<file path="config.mk">
export PLATFORM = sky130hd
export DESIGN_NAME = loop_profiler
export DESIGN_NICKNAME = d
export VERILOG_FILES = /design/src/rtl/loop_profiler_pkg.sv /design/src/rtl/loop_profiler_entry.sv /design/src/rtl/loop_profiler.sv
export SDC_FILE = /design/constraint.sdc
export NUM_CORES = 1
export LEC_CHECK = 0
export CORE_MARGIN = 1
export CORE_UTILIZATION = 35
export DETAILED_ROUTE_END_ITERATION = 12
export PLACE_DENSITY = 0.51
export SLEW_MARGIN = 20
export SYNTH_ARGS = -nofsm -noshare
export SYNTH_HDL_FRONTEND = slang
export SYNTH_HIERARCHICAL = 1
export SYNTH_SLANG_ARGS = --single-unit
</file>
<file path="constraint.sdc">
create_clock -name clk -period 16.85 [get_ports clk]
set_input_delay 2.5275 -clock clk [delete_from_list [all_inputs] [get_ports clk]]
set_output_delay 2.5275 -clock clk [all_outputs]
set_load 0.005 [all_outputs]
</file>
<file path="src/rtl/loop_profiler_pkg.sv">
// Shared configuration and types for the short-backward-branch loop profiler.
// Holds subsystem default sizes plus the per-entry state encoding.
package loop_profiler_pkg;

  localparam int NUM_PROFILER_ENTRIES  = 4;
  localparam int PROFILER_ADDR_W       = 32;
  localparam int PROFILER_COUNT_W      = 8;
  localparam int SBB_MAX_OFFSET_BYTES  = 32;
  localparam int TAKEN_COUNT_THRESHOLD = 20;
  localparam int PROFILER_DECAY_PERIOD = 1024;

  typedef enum logic [1:0] {
    INVALID  = 2'd0,
    COUNTING = 2'd1,
    PENDING  = 2'd2,
    ISSUED   = 2'd3
  } profiler_state_t;

  typedef struct packed {
    profiler_state_t               state;
    logic [PROFILER_ADDR_W-1:0]    branch_pc;
    logic [PROFILER_ADDR_W-1:0]    target;
    logic [PROFILER_COUNT_W-1:0]   count;
  } profiler_entry_t;

endpackage

</file>
<file path="src/rtl/loop_profiler_entry.sv">
// One profiler table entry: loop addresses, saturating taken counter and lifecycle FSM.
// Exposes next-state values so the top-level arbiter can present a request without extra latency.
module loop_profiler_entry
  import loop_profiler_pkg::*;
#(
  parameter int ADDR_W    = PROFILER_ADDR_W,
  parameter int COUNT_W   = PROFILER_COUNT_W,
  parameter int THRESHOLD = TAKEN_COUNT_THRESHOLD
) (
  input  logic                clk,
  input  logic                rst_n,
  input  logic                clear,
  input  logic                alloc,
  input  logic [ADDR_W-1:0]   alloc_pc,
  input  logic [ADDR_W-1:0]   alloc_target,
  input  logic                hit,
  input  logic                decay,
  input  logic                rel,
  input  logic                grant,
  output profiler_state_t     state,
  output profiler_state_t     state_next,
  output logic [ADDR_W-1:0]   branch_pc,
  output logic [ADDR_W-1:0]   target,
  output logic [COUNT_W-1:0]  count,
  output logic [COUNT_W-1:0]  count_next
);

  localparam logic [COUNT_W-1:0] THRESH_C  = COUNT_W'(THRESHOLD);
  localparam logic [COUNT_W-1:0] COUNT_MAX = {COUNT_W{1'b1}};

  profiler_state_t    state_reg;
  profiler_state_t    state_next_c;
  logic [ADDR_W-1:0]  pc_reg, pc_next;
  logic [ADDR_W-1:0]  target_reg, target_next;
  logic [COUNT_W-1:0] count_reg, count_next_c;
  logic [COUNT_W-1:0] decayed;
  logic [COUNT_W-1:0] bumped;

  always_ff @(posedge clk or negedge rst_n) begin
    if (!rst_n) begin
      state_reg  <= INVALID;
      pc_reg     <= '0;
      target_reg <= '0;
      count_reg  <= '0;
    end else begin
      state_reg  <= state_next_c;
      pc_reg     <= pc_next;
      target_reg <= target_next;
      count_reg  <= count_next_c;
    end
  end

  always_comb begin
    state_next_c = state_reg;
    pc_next      = pc_reg;
    target_next  = target_reg;
    count_next_c = count_reg;
    decayed      = decay ? (count_reg >> 1) : count_reg;
    bumped       = (decayed == COUNT_MAX) ? decayed : decayed + COUNT_W'(1);
    if (clear) begin
      state_next_c = INVALID;
      pc_next      = '0;
      target_next  = '0;
      count_next_c = '0;
    end else if (rel) begin
      state_next_c = INVALID;
      count_next_c = '0;
    end else if (alloc) begin
      // A fresh entry starts at 1 regardless of a coincident decay tick.
      state_next_c = (THRESH_C == COUNT_W'(1)) ? PENDING : COUNTING;
      pc_next      = alloc_pc;
      target_next  = alloc_target;
      count_next_c = COUNT_W'(1);
    end else begin
      case (state_reg)
        COUNTING: begin
          if (hit) begin
            count_next_c = bumped;
            if (bumped == THRESH_C) state_next_c = PENDING;
          end else if (decay) begin
            count_next_c = decayed;
            if (decayed == '0) state_next_c = INVALID;
          end
        end
        PENDING: begin
          if (grant) state_next_c = ISSUED;
        end
        default: ;
      endcase
    end
  end

  assign state      = state_reg;
  assign state_next = state_next_c;
  assign branch_pc  = pc_reg;
  assign target     = target_reg;
  assign count      = count_reg;
  assign count_next = count_next_c;

endmodule

</file>
<file path="src/rtl/loop_profiler.sv">
// Short-backward-branch profiler: qualifies retired branches, tracks candidate loops,
// ages counts, replaces the coldest entry and offers hot loops to the mapping queue.
module loop_profiler
  import loop_profiler_pkg::*;
#(
  parameter int NUM_ENTRIES  = NUM_PROFILER_ENTRIES,
  parameter int ADDR_W       = PROFILER_ADDR_W,
  parameter int MAX_OFFSET   = SBB_MAX_OFFSET_BYTES,
  parameter int COUNT_W      = PROFILER_COUNT_W,
  parameter int THRESHOLD    = TAKEN_COUNT_THRESHOLD,
  parameter int DECAY_PERIOD = PROFILER_DECAY_PERIOD
) (
  input  logic                               clk,
  input  logic                               rst_n,
  input  logic                               br_valid,
  input  logic [ADDR_W-1:0]                  br_pc,
  input  logic [ADDR_W-1:0]                  br_target,
  input  logic                               br_taken,
  output logic                               req_valid,
  input  logic                               req_ready,
  output logic [ADDR_W-1:0]                  req_branch_pc,
  output logic [ADDR_W-1:0]                  req_target,
  output logic [COUNT_W-1:0]                 req_count,
  input  logic                               rel_valid,
  input  logic [ADDR_W-1:0]                  rel_pc,
  input  logic                               flush,
  output logic                               drop,
  output logic [$clog2(NUM_ENTRIES+1)-1:0]   occupancy
);

  localparam int IDX_W = $clog2(NUM_ENTRIES);
  localparam int OCC_W = $clog2(NUM_ENTRIES+1);

  profiler_state_t     ent_state      [NUM_ENTRIES];
  profiler_state_t     ent_state_next [NUM_ENTRIES];
  logic [ADDR_W-1:0]   ent_pc         [NUM_ENTRIES];
  logic [ADDR_W-1:0]   ent_target     [NUM_ENTRIES];
  logic [COUNT_W-1:0]  ent_count      [NUM_ENTRIES];
  logic [COUNT_W-1:0]  ent_count_next [NUM_ENTRIES];

  logic [NUM_ENTRIES-1:0] match_vec, hit_vec, rel_vec, alloc_vec, grant_vec;
  logic [ADDR_W-1:0]      br_offset;
  logic                   qualify, miss, decay;
  logic                   have_free, have_victim, drop_next;
  logic [IDX_W-1:0]       free_idx, victim_idx;
  logic [COUNT_W-1:0]     victim_count;
  logic                   pend_any, rel_presented, handshake;
  logic [IDX_W-1:0]       pend_idx;
  logic [OCC_W-1:0]       occ_next;

  logic                   req_valid_reg;
  logic [IDX_W-1:0]       req_idx_reg;
  logic [ADDR_W-1:0]      req_pc_reg, req_target_reg;
  logic [COUNT_W-1:0]     req_count_reg;
  logic                   drop_reg;
  logic [OCC_W-1:0]       occ_reg;

  assign br_offset = br_pc - br_target;
  assign qualify   = br_valid & br_taken & (br_target < br_pc) &
                     (br_offset <= ADDR_W'(MAX_OFFSET));

  generate
    for (genvar gi = 0; gi < NUM_ENTRIES; gi++) begin : g_entry
      assign match_vec[gi] = (ent_state[gi] != INVALID) && (ent_pc[gi] == br_pc);
      assign hit_vec[gi]   = qualify & match_vec[gi];
      assign rel_vec[gi]   = rel_valid && (ent_state[gi] != INVALID) && (ent_pc[gi] == rel_pc);

      loop_profiler_entry #(
        .ADDR_W    (ADDR_W),
        .COUNT_W   (COUNT_W),
        .THRESHOLD (THRESHOLD)
      ) u_entry (
        .clk          (clk),
        .rst_n        (rst_n),
        .clear        (flush),
        .alloc        (alloc_vec[gi]),
        .alloc_pc     (br_pc),
        .alloc_target (br_target),
        .hit          (hit_vec[gi]),
        .decay        (decay),
        .rel          (rel_vec[gi]),
        .grant        (grant_vec[gi]),
        .state        (ent_state[gi]),
        .state_next   (ent_state_next[gi]),
        .branch_pc    (ent_pc[gi]),
        .target       (ent_target[gi]),
        .count        (ent_count[gi]),
        .count_next   (ent_count_next[gi])
      );
    end

    if (DECAY_PERIOD > 0) begin : g_decay
      localparam int TW = (DECAY_PERIOD > 1) ? $clog2(DECAY_PERIOD) : 1;
      localparam logic [TW-1:0] LAST = TW'(DECAY_PERIOD - 1);
      logic [TW-1:0] timer_reg;
      always_ff @(posedge clk or negedge rst_n) begin
        if (!rst_n)                 timer_reg <= '0;
        else if (flush)             timer_reg <= '0;
        else if (timer_reg == LAST) timer_reg <= '0;
        else                        timer_reg <= timer_reg + TW'(1);
      end
      assign decay = (timer_reg == LAST);
    end else begin : g_no_decay
      assign decay = 1'b0;
    end
  endgenerate

  // Victim choice: first free slot, else the coldest COUNTING entry (lowest index on ties).
  always_comb begin
    have_free    = 1'b0;
    free_idx     = '0;
    have_victim  = 1'b0;
    victim_idx   = '0;
    victim_count = '1;
    for (int i = NUM_ENTRIES - 1; i >= 0; i--) begin
      if (ent_state[i] == INVALID) begin
        have_free = 1'b1;
        free_idx  = IDX_W'(i);
      end
    end
    for (int i = 0; i < NUM_ENTRIES; i++) begin
      if (ent_state[i] == COUNTING && (!have_victim || ent_count[i] < victim_count)) begin
        have_victim  = 1'b1;
        victim_idx   = IDX_W'(i);
        victim_count = ent_count[i];
      end
    end
    miss      = qualify & ~(|match_vec);
    alloc_vec = '0;
    if (miss) begin
      if (have_free)        alloc_vec[free_idx]   = 1'b1;
      else if (have_victim) alloc_vec[victim_idx] = 1'b1;
    end
    drop_next = miss & ~have_free & ~have_victim;
  end

  always_comb begin
    rel_presented = req_valid_reg & rel_vec[req_idx_reg];
    handshake     = req_valid_reg & req_ready & ~rel_presented;
    grant_vec     = '0;
    if (handshake) grant_vec[req_idx_reg] = 1'b1;
  end

  // Looks at post-update entry state so a newly promoted loop is offered on the next cycle.
  always_comb begin
    pend_any = 1'b0;
    pend_idx = '0;
    occ_next = '0;
    for (int i = NUM_ENTRIES - 1; i >= 0; i--) begin
      if (ent_state_next[i] == PENDING) begin
        pend_any = 1'b1;
        pend_idx = IDX_W'(i);
      end
      if (ent_state_next[i] != INVALID) occ_next = occ_next + OCC_W'(1);
    end
  end

  always_ff @(posedge clk or negedge rst_n) begin
    if (!rst_n) begin
      req_valid_reg  <= 1'b0;
      req_idx_reg    <= '0;
      req_pc_reg     <= '0;
      req_target_reg <= '0;
      req_count_reg  <= '0;
      drop_reg       <= 1'b0;
      occ_reg        <= '0;
    end else if (flush) begin
      req_valid_reg  <= 1'b0;
      req_idx_reg    <= '0;
      req_pc_reg     <= '0;
      req_target_reg <= '0;
      req_count_reg  <= '0;
      drop_reg       <= 1'b0;
      occ_reg        <= '0;
    end else begin
      drop_reg <= drop_next;
      occ_reg  <= occ_next;
      if (!req_valid_reg || handshake) begin
        req_valid_reg <= pend_any;
        if (pend_any) begin
          req_idx_reg    <= pend_idx;
          req_pc_reg     <= alloc_vec[pend_idx] ? br_pc     : ent_pc[pend_idx];
          req_target_reg <= alloc_vec[pend_idx] ? br_target : ent_target[pend_idx];
          req_count_reg  <= ent_count_next[pend_idx];
        end
      end else if (rel_presented) begin
        req_valid_reg <= 1'b0;
      end
    end
  end

  assign req_valid     = req_valid_reg;
  assign req_branch_pc = req_pc_reg;
  assign req_target    = req_target_reg;
  assign req_count     = req_count_reg;
  assign drop          = drop_reg;
  assign occupancy     = occ_reg;

endmodule

</file>
# Word level (Yosys, flattened, before mapping)
# Index checks and enable logic that the tools add are counted.
[totals]
register_bits = 385
in_bits = 103
out_inout_bits = 77
wordCells = 318
[classes]
n_addsub = 9
order_cmp = 13
n_eq_ne = 33
mux = 166
bitwise = 18
n_reduce_logical = 55
[op_table]
columns = ["op", "count"]
rows = [
  ["two-way mux 32 bit", 36],
  ["two-way mux 8 bit", 40],
  ["== test 32 bit", 8],
  ["binary-select mux 32 bit (select 2 bit)", 2],
  ["two-way mux 2 bit", 45],
  ["adder 8 x 1 -> 8 bit, second input constant", 4],
  ["== test 8 x 5 -> 1 bit, second input constant", 4],
  ["== test 8 bit, second input constant", 4],
  ["<= comparator 32 x 6 -> 1 bit, second input constant", 1],
  ["zero test 8 bit", 4],
  ["less-than comparator 32 bit", 1],
  ["subtractor 32 bit", 1],
  ["nonzero test 2 bit", 14],
  ["less-than comparator 8 bit", 3],
  ["two-way mux 1 bit", 23],
  ["two-way mux 10 bit", 2],
  ["logical AND 1 bit", 18],
  ["binary-select mux 8 bit (select 2 bit)", 1],
  ["== test 2 bit, second input constant", 8],
  ["two-way mux 4 bit", 4],
  ["case mux 2 bit (2 select lines)", 4],
  ["AND 1 bit", 13],
  ["less-than comparator 2 x 3 -> 1 bit, second input constant", 4],
  ["two-way mux 3 bit", 4],
  ["other kinds (17)", 46],
]

# Depth between registers and ports, before layout
# Gate-level depths: netlist of the first run.
[logic_depth]
word_depth = 37
mapped_depth = 48
depth_no_buf = 40

# By module
# Netlist of the first run, hierarchy kept.
[modules_own_cells]
columns = ["mod", "n_inst", "cells_each", "area_each_um2", "seq_area_each_um2"]
rows = [
  ["loop_profiler_entry", 4, 415, 3604.7, 1851.8],
  ["loop_profiler", 1, 1595, 13352.8, 2227.1],
]

# Least setup slack after synthesis of the first run
# Ideal clock, no wire load.
[synth_path]
path_type = "register -> register"
startpoint = "reg g_entry[0].u_entry.state_reg[1]"
endpoint = "reg req_target_reg[10] (netlist: req_target[10])"
setup_time_ps = 154
arrival_time_ps = 8928
t_required_ps = 16696
path_slack_ps = 7768
path_stages_with_launch = 46
n_path_buf = 8
period_less_slack_ps = 9082
cell_sequence = "dfrtp_1 nand2b_1 buf_2 nor2_1 ha_1 a41o_1 a211o_1 a21o_1 buf_6 clkbuf_1 nand2_1 o21ai_0 ha_1 a2111oi_0 and2_1 a31o_2 nand3b_1 a21oi_1 [... 10 more ...] nor3_1 o21ai_0 nor2_1 or3_1 buf_1 a211oi_1 o21a_1 nor2b_1 a31oi_1 or2_2 clkbuf_1 a21oi_1 o32ai_2 or4b_1 buf_6 buf_8 a31oi_1 a221oi_2"
[synth_lines]
columns = ["item", "line_no", "text"]
rows = [
  ["start: declaration", "loop_profiler_entry.sv:31", "profiler_state_t state_reg;"],
  ["start signal: assignment", "loop_profiler_entry.sv:46", "state_reg <= state_next_c;"],
  ["end signal: assignment", "loop_profiler.sv:183", "req_target_reg <= alloc_vec[pend_idx] ? br_target : ent_target[pend_idx];"],
  ["end: declaration", "loop_profiler.sv:53", "logic [ADDR_W-1:0] req_pc_reg, req_target_reg;"],
]

==> impl_metrics.csv, run 1 <==
group,metric,value,unit
die,coreArea,0.0780,mm²
die,rows,102,
global_route,wire_length_of_the_first_global_routing_pass,171,mm
route,via_count,25500,
power_and_ir_drop,pwr_density_cell,93.3,mW/mm²
clock_tree,clock_sink_count,385,
timing,report.final.slew_viol_count,0,
outcome,outcome,"completed",
route,drt-total-wl,114,mm
synth,most_used_flip_flop_cell_after_synthesis,"dfrtp_1",
critical_path,cpMostUsedCell,"buf_4",
route,first_iter_violations,2456,
synth,synth.cell_area,0.0278,mm²
critical_path,cp-end-kind,"flip-flop",
placed_design,routabilityCongestion,0.963,
power_and_ir_drop,cellLeakagePower,0.0124,µW
cells_and_area,area_occupied_by_multi_input_gates,0.0164,mm²
clock_tree,tritoncts_clock_tree,"built",
die,boundaryPins,180,
synth,postSynthCellCount,3255,
placed_design,hpwlAfterDp,78.8,mm
timing,finalHoldViolations,0,
cells_and_area,layoutNonFillerInstCount,4327,
die,design.die.area,0.0805,mm²
clock_tree,ctsRootBufferMaster,"clkbuf_16",
critical_path,worstPathArrival,13.10,ns
power_and_ir_drop,total_switching_power,1010,µW
critical_path,cpMaxStageDelayCell,"clkdlybuf4s50_1",
synth,synth_cell_type_count,84,
cells_and_area,flow.area_growth_from_synthesis,14.0,%
route,detailedRoute.firstPassIterationCount,8,
global_route,globalRoute.totalOverflow,0,
critical_path,cp_top_family,"simple AND/OR/NAND/NOR gates",
critical_path,regToRegSetupSlack,5.06,ns
power_and_ir_drop,part_of_the_power_in_the_clock_network,0.356,
route,detail_route.vias_per_cell,5.89,
timing,grt_setup_unrepaired,"false",
timing,fmax,79.2,MHz
global_route,globalRouteTotalUtil,0.278,
cells_and_area,design_area,0.0317,mm²
power_and_ir_drop,worst_ir_drop_vdd,0.0756,mV
clock_tree,htreeDepth,2,
clock_tree,post_cts.resized_instances,0,
critical_path,critical_path_required,17.33,ns
global_route,antenna_found_initial,3,
global_route,grt_pass1_vias,25000,
power_and_ir_drop,p_int,1940,µW
worst_hold_path,min_delay_endpoint,"g_decay.timer_reg[0]",
flow_run,maximum_capacitance_violations,0,
clock_tree,holdBufCountCts,0,
placed_design,numPortBuffers,179,
global_route,grt_max_degree,184,
clock_tree,cts.path.max_buffers,3,
synth,post_synth.cell_area_avg,8.53,µm²
cells_and_area,final_net_count,3429,
timing,timing_worst_slew_pin_value,1.12,ns
timing,clock_skew,0.0351,ns
die,die_width,284,µm
timing,relSlewSlack,0.253,
placed_design,placed_cell_area,0.0301,mm²
critical_path,cp_max_fo,64,
clock_tree,worst_setup_hold_path_clk_slew,0.06,ns
power_and_ir_drop,totalPowerFinal,2950,µW
cells_and_area,fillers,7766,
placed_design,placed_cells_incl_taps,4239,
timing,tns,0,ns
worst_hold_path,hold_start,"g_decay.timer_reg[0]",
synth,postSynth.asyncResetShare,1.00,
synth,synth-seq-cells,385,
route,drc,0,
critical_path,r2r_end,"req_target[0]",
critical_path,r2r_start,"g_entry[0].u_entry/state[1]",
cells_and_area,fin_util,0.406,
critical_path,critPathBufInv,4,
critical_path,worst_r2r_path_depth,39,
power_and_ir_drop,share_seq_of_total_power,0.354,
clock_tree,worst_skew_pair.late_latency,0.60,ns
die,initial_core_utilization,0.356,
route,antenna_violating_nets_left,0,
critical_path,worstSetupPathDepth,25,
power_and_ir_drop,switching_part_of_the_total_power,0.342,
power_and_ir_drop,comb_power_share,0.290,
critical_path,critical_path.max_stage_delay,0.95,ns
die,die_height,284,µm
cells_and_area,drive_gt1_frac,0.0867,
synth,syn-num-nets,3434,
synth,ys_warn_count,6,
timing,setup-violations-final,0,
worst_hold_path,min_path_type,"flip-flop to flip-flop",
clock_tree,cts_made_buffers,48,
critical_path,worstSetupPathType,"input pin to flip-flop",
critical_path,startpoint_type,"input pin",
route,routed_wire_length_per_instance,26.3,µm
timing,final_min_period,12.62,ns
timing,min_period_over_period,0.749,
cells_and_area,regArea,0.00963,mm²
synth,synth_seq_area_share,0.347,
synth,number_of_flops_mapped_to_enable_cells_by_yosys,0,
clock_tree,post-cts-setup-buffer-count,0,
worst_hold_path,hold-path-cell-count,1,
-- routing by layer --
layer	wire length, µm	part of all wire	vias to the layer above	track usage
li1	-	-	11500	-
met1	50800	0.45	12900	0.393
met2	52800	0.46	961	0.445
met5	11	0.000097	-	0
met3	7250	0.064	134	0.0375
met4	3050	0.027	2	0.0731
-- power by group through the flow --
stage	clock network, µW	logic, µW	registers, µW
6_report	1050	855	1050
5_1_grt	1110	918	1050
4_1_cts	1070	856	1050
3_5_place_dp	0	853	1060
3_3_place_gp	0	841	1060
2_1_floorplan	0	488	1050
-- worst max path at each step --
stage                                      startpoint                end  slack [ns]
final                                       br_pc[28]  req_branch_pc[18]        4.23
after global routing                         br_pc[2]  req_branch_pc[29]        3.95
after CTS                                    br_pc[2]  req_branch_pc[18]        4.52
after detailed placement                     br_pc[2]  req_branch_pc[18]        3.95
after global placement                      br_pc[28]  req_branch_pc[26]        4.07
after floorplan           g_entry[0].u_entry/state[1]     req_target[10]        7.77
-- stage by stage --
step,hold WS [ns],setup slack (ns)
2_1_floorplan,0.448,7.77
3_3_place_gp,0.466,4.07
3_5_place_dp,0.474,3.95
4_1_cts,0.482,4.52
5_1_grt,0.498,3.95
6_report,0.479,4.23
-- Yosys cell counts (all sizes together), types with 8 or more instances --
master   instances  area [µm²]
dfrtp          385        9630
ha              75         938
clkbuf         193         724
a211o            9        78.8
inv            153         574
mux2            17         191
o21a            13        97.6
and3             9        56.3
mux4            64        1440
and4            71         622
mux2i           27         285
xor2           199        1740
xnor2           87         762
o221ai           9        78.8
o31ai            9         123
nand2          639        2400
or3              8        50.1
nor2b           17         114
nor4            64         432
o21ai          137         686
nor2           121         464
nor3            32         180
nand2b          45         312
nand4           45         342
nand3           41         205
a221oi          65         719
a211oi          40         300
a2111oi         15         156
a311oi          15         131
a21oi          363        1820
or2             12        75.1
a21o             9        67.6
a311o           17         170
and2            13        81.3
buf             83         524
a31oi           73         457
-- final cells by class --
type                       count  area share
inverter                     153      0.0181
multi-input combinational   2441       0.518
clock buffer                  72      0.0443
timing repair buffer         221      0.0681
sequential                   385       0.304
antenna                        1   0.0000791
clock inverter                14     0.00557
tap                         1040      0.0411
-- layout by cell type, fill, tap and decap left out, types with 19 or more instances in the layout --
master / instances
xnor2_1: 87
a221oi_1: 41
o21ai_1: 19
a31oi_1: 73
o21ai_0: 118
a221oi_2: 24
nand2_1: 639
nor2_1: 115
xor2_1: 199
mux2i_1: 22
nand4_1: 41
a211oi_1: 40
dfrtp_1: 385
ha_1: 75
mux4_2: 64
inv_1: 153
nand3_1: 41
clkdlybuf4s50_1: 177
nor3_1: 28
a21oi_1: 363
clkbuf_16: 48
and4_1: 70
nor4_1: 59
nand2b_1: 37
buf_4: 39
-- kinds of logic after synthesis --
kind of cell,share of synthesized area
and+or+nand+nor,0.203
AOI/OAI and AO/OA,0.191
buffers and inverters,0.0656
DFF,0.347
xor gates and xnor gates,0.0902
muxes,0.0691
adders and majority gates,0.0345
Power figures use the tool's default switching activity.
==> run 2: changes to the inputs <==
==> constraint.sdc (replaced) <==
create_clock -name clk -period 13.2 [get_ports clk]
set_input_delay 1.98 -clock clk [delete_from_list [all_inputs] [get_ports clk]]
set_output_delay 1.98 -clock clk [all_outputs]
set_load 0.005 [all_outputs]
==> impl_metrics.csv, run 2 (synthesized netlist as in run 1, its figures left out) <==
group,metric,value,unit
outcome,outcome,"completed",
critical_path,critical_path_required,13.66,ns
worst_hold_path,min_path_type,"flip-flop to flip-flop",
global_route,wire_length_of_the_first_global_routing_pass,168,mm
clock_tree,holdBufCountCts,0,
route,routed_wire_length_per_instance,25.9,µm
power_and_ir_drop,p_int,2440,µW
timing,clock_skew,0.0296,ns
clock_tree,worst_skew_pair.late_latency,0.60,ns
clock_tree,tritoncts_clock_tree,"built",
power_and_ir_drop,part_of_the_power_in_the_clock_network,0.348,
die,rows,102,
placed_design,placed_cell_area,0.0301,mm²
critical_path,cp_max_fo,64,
route,detailedRoute.firstPassIterationCount,5,
critical_path,regToRegSetupSlack,1.47,ns
route,via_count,25700,
global_route,grt_pass1_vias,24900,
placed_design,numPortBuffers,179,
critical_path,startpoint_type,"flip-flop",
die,initial_core_utilization,0.356,
critical_path,worstPathArrival,12.20,ns
clock_tree,htreeDepth,2,
critical_path,cpMaxStageDelayCell,"a21oi_1",
timing,timing.final.ws_setup,1.47,ns
die,design.die.area,0.0805,mm²
global_route,antenna_found_initial,3,
flow_run,maximum_capacitance_violations,0,
cells_and_area,layout_common_cells,"nand2_1, dfrtp_1, a21oi_1",
timing,min_period_over_period,0.889,
clock_tree,clock_sink_count,385,
critical_path,critical_path.max_stage_delay,0.84,ns
power_and_ir_drop,comb_power_share,0.293,
clock_tree,post_cts.resized_instances,0,
placed_design,routabilityCongestion,1.00,
global_route,globalRouteTotalUtil,0.273,
cells_and_area,flow.area_growth_from_synthesis,13.8,%
placed_design,hpwlAfterDp,78.2,mm
route,drc,0,
timing,report.final.slew_viol_count,0,
clock_tree,worst_setup_hold_path_clk_slew,0.06,ns
timing,relSlewSlack,0.266,
timing,finalHoldViolations,0,
route,first_iter_violations,2699,
power_and_ir_drop,pwr_density_cell,118,mW/mm²
critical_path,cp_top_family,"compound AO/OA/AOI/OAI gates",
timing,grt_setup_unrepaired,"false",
die,die_width,284,µm
power_and_ir_drop,worst_ir_drop_vdd,0.104,mV
cells_and_area,most_common_cell_after_layout_fill_and_taps_aside,"nand2_1",
route,drt-total-wl,112,mm
critical_path,critPathBufInv,1,
clock_tree,cts_made_buffers,47,
route,antenna_violating_nets_left,0,
power_and_ir_drop,total_switching_power,1280,µW
timing,fmax,85.2,MHz
die,coreArea,0.0780,mm²
clock_tree,ctsRootBufferMaster,"clkbuf_16",
timing,final_min_period,11.73,ns
power_and_ir_drop,cellLeakagePower,0.0124,µW
critical_path,worstSetupPathType,"flip-flop to flip-flop",
timing,timing_worst_slew_pin_value,1.10,ns
timing,tns,0,ns
route,detail_route.vias_per_cell,5.94,
critical_path,cp-end-kind,"flip-flop",
critical_path,cpMostUsedCell,"o21ai_0",
cells_and_area,drive_gt1_frac,0.0873,
die,boundaryPins,180,
placed_design,dp_slack,1.60,ns
die,die_height,284,µm
timing,setup-violations-final,0,
power_and_ir_drop,switching_part_of_the_total_power,0.344,
clock_tree,cts.path.max_buffers,3,
cells_and_area,design_area,0.0316,mm²
power_and_ir_drop,share_seq_of_total_power,0.359,
global_route,grt_max_degree,152,
global_route,globalRoute.totalOverflow,0,
cells_and_area,final_net_count,3433,
clock_tree,post-cts-setup-buffer-count,0,
## run 2: stage by stage
stage	utilization	hold slack, ns	std cells	power, µW
2_1_floorplan	-	0.448	3255	1960
3_3_place_gp	0.386	0.470	4244	2430
3_5_place_dp	0.386	0.472	4244	2440
4_1_cts	0.405	0.480	4328	3750
5_1_grt	0.405	0.509	4329	3880
6_report	0.405	0.474	4330	3730
## run 2: cell type report
class,count,area (µm²)
flip-flops and latches,385,9630
clock buffers,69,1360
fillers,7716,46400
multi-input cells,2441,16400
repair buffers,226,2190
inverters,153,574
well taps,1040,1300
clock inverters,15,143
diodes,1,2.50
## run 2: worst reg2reg max path, delay by kind of cell, from the launching register on
family / cells / cell delay, ns
simple gates: 13 / 3.41
fa+ha+maj: 3 / 1.02
flops: 1 / 0.50
buf+inv: 1 / 0.67
compound gates: 19 / 5.99
## run 2: final timing paths
path                                                    end  depth (start not counted)                        start
max reg2reg                                  req_target[17]                         36  g_entry[0].u_entry/state[1]
min in group asynchronous              g_decay.timer_reg[8]                          1                        rst_n
max                                          req_target[17]                         36  g_entry[0].u_entry/state[1]
min reg2reg                            g_decay.timer_reg[0]                          1         g_decay.timer_reg[0]
min                                    g_decay.timer_reg[0]                          1         g_decay.timer_reg[0]
max in group asynchronous  g_entry[2].u_entry/branch_pc[13]                          2                        rst_n
## run 2: power groups by stage
stage | clock [µW] | combinational, µW | sequential (µW)
CTS | 1320 | 1090 | 1340
global placement | 0 | 1070 | 1360
floorplan | 0 | 622 | 1340
detailed placement | 0 | 1080 | 1360
global route | 1370 | 1160 | 1350
finish | 1300 | 1090 | 1340
## run 2: layer usage
metal  vias to the layer above  GRT usage  wire length, µm
met5                         -          0               28
met4                         4     0.0770             3100
met3                       176     0.0358             7060
met2                       991      0.437            52100
met1                     13000      0.384            50000
li1                      11600          -                -
==> run 3: changes to the inputs <==
--- a/config.mk
+++ b/config.mk
@@ -5,6 +5,7 @@
 export SDC_FILE = /design/constraint.sdc
 export NUM_CORES = 1
 export LEC_CHECK = 0
+export CAP_MARGIN = 0
 export CORE_MARGIN = 1
 export CORE_UTILIZATION = 35
 export DETAILED_ROUTE_END_ITERATION = 12
==> results of run 3 <==
No change in the layout: final DEF, timing and power equal those of run 2.
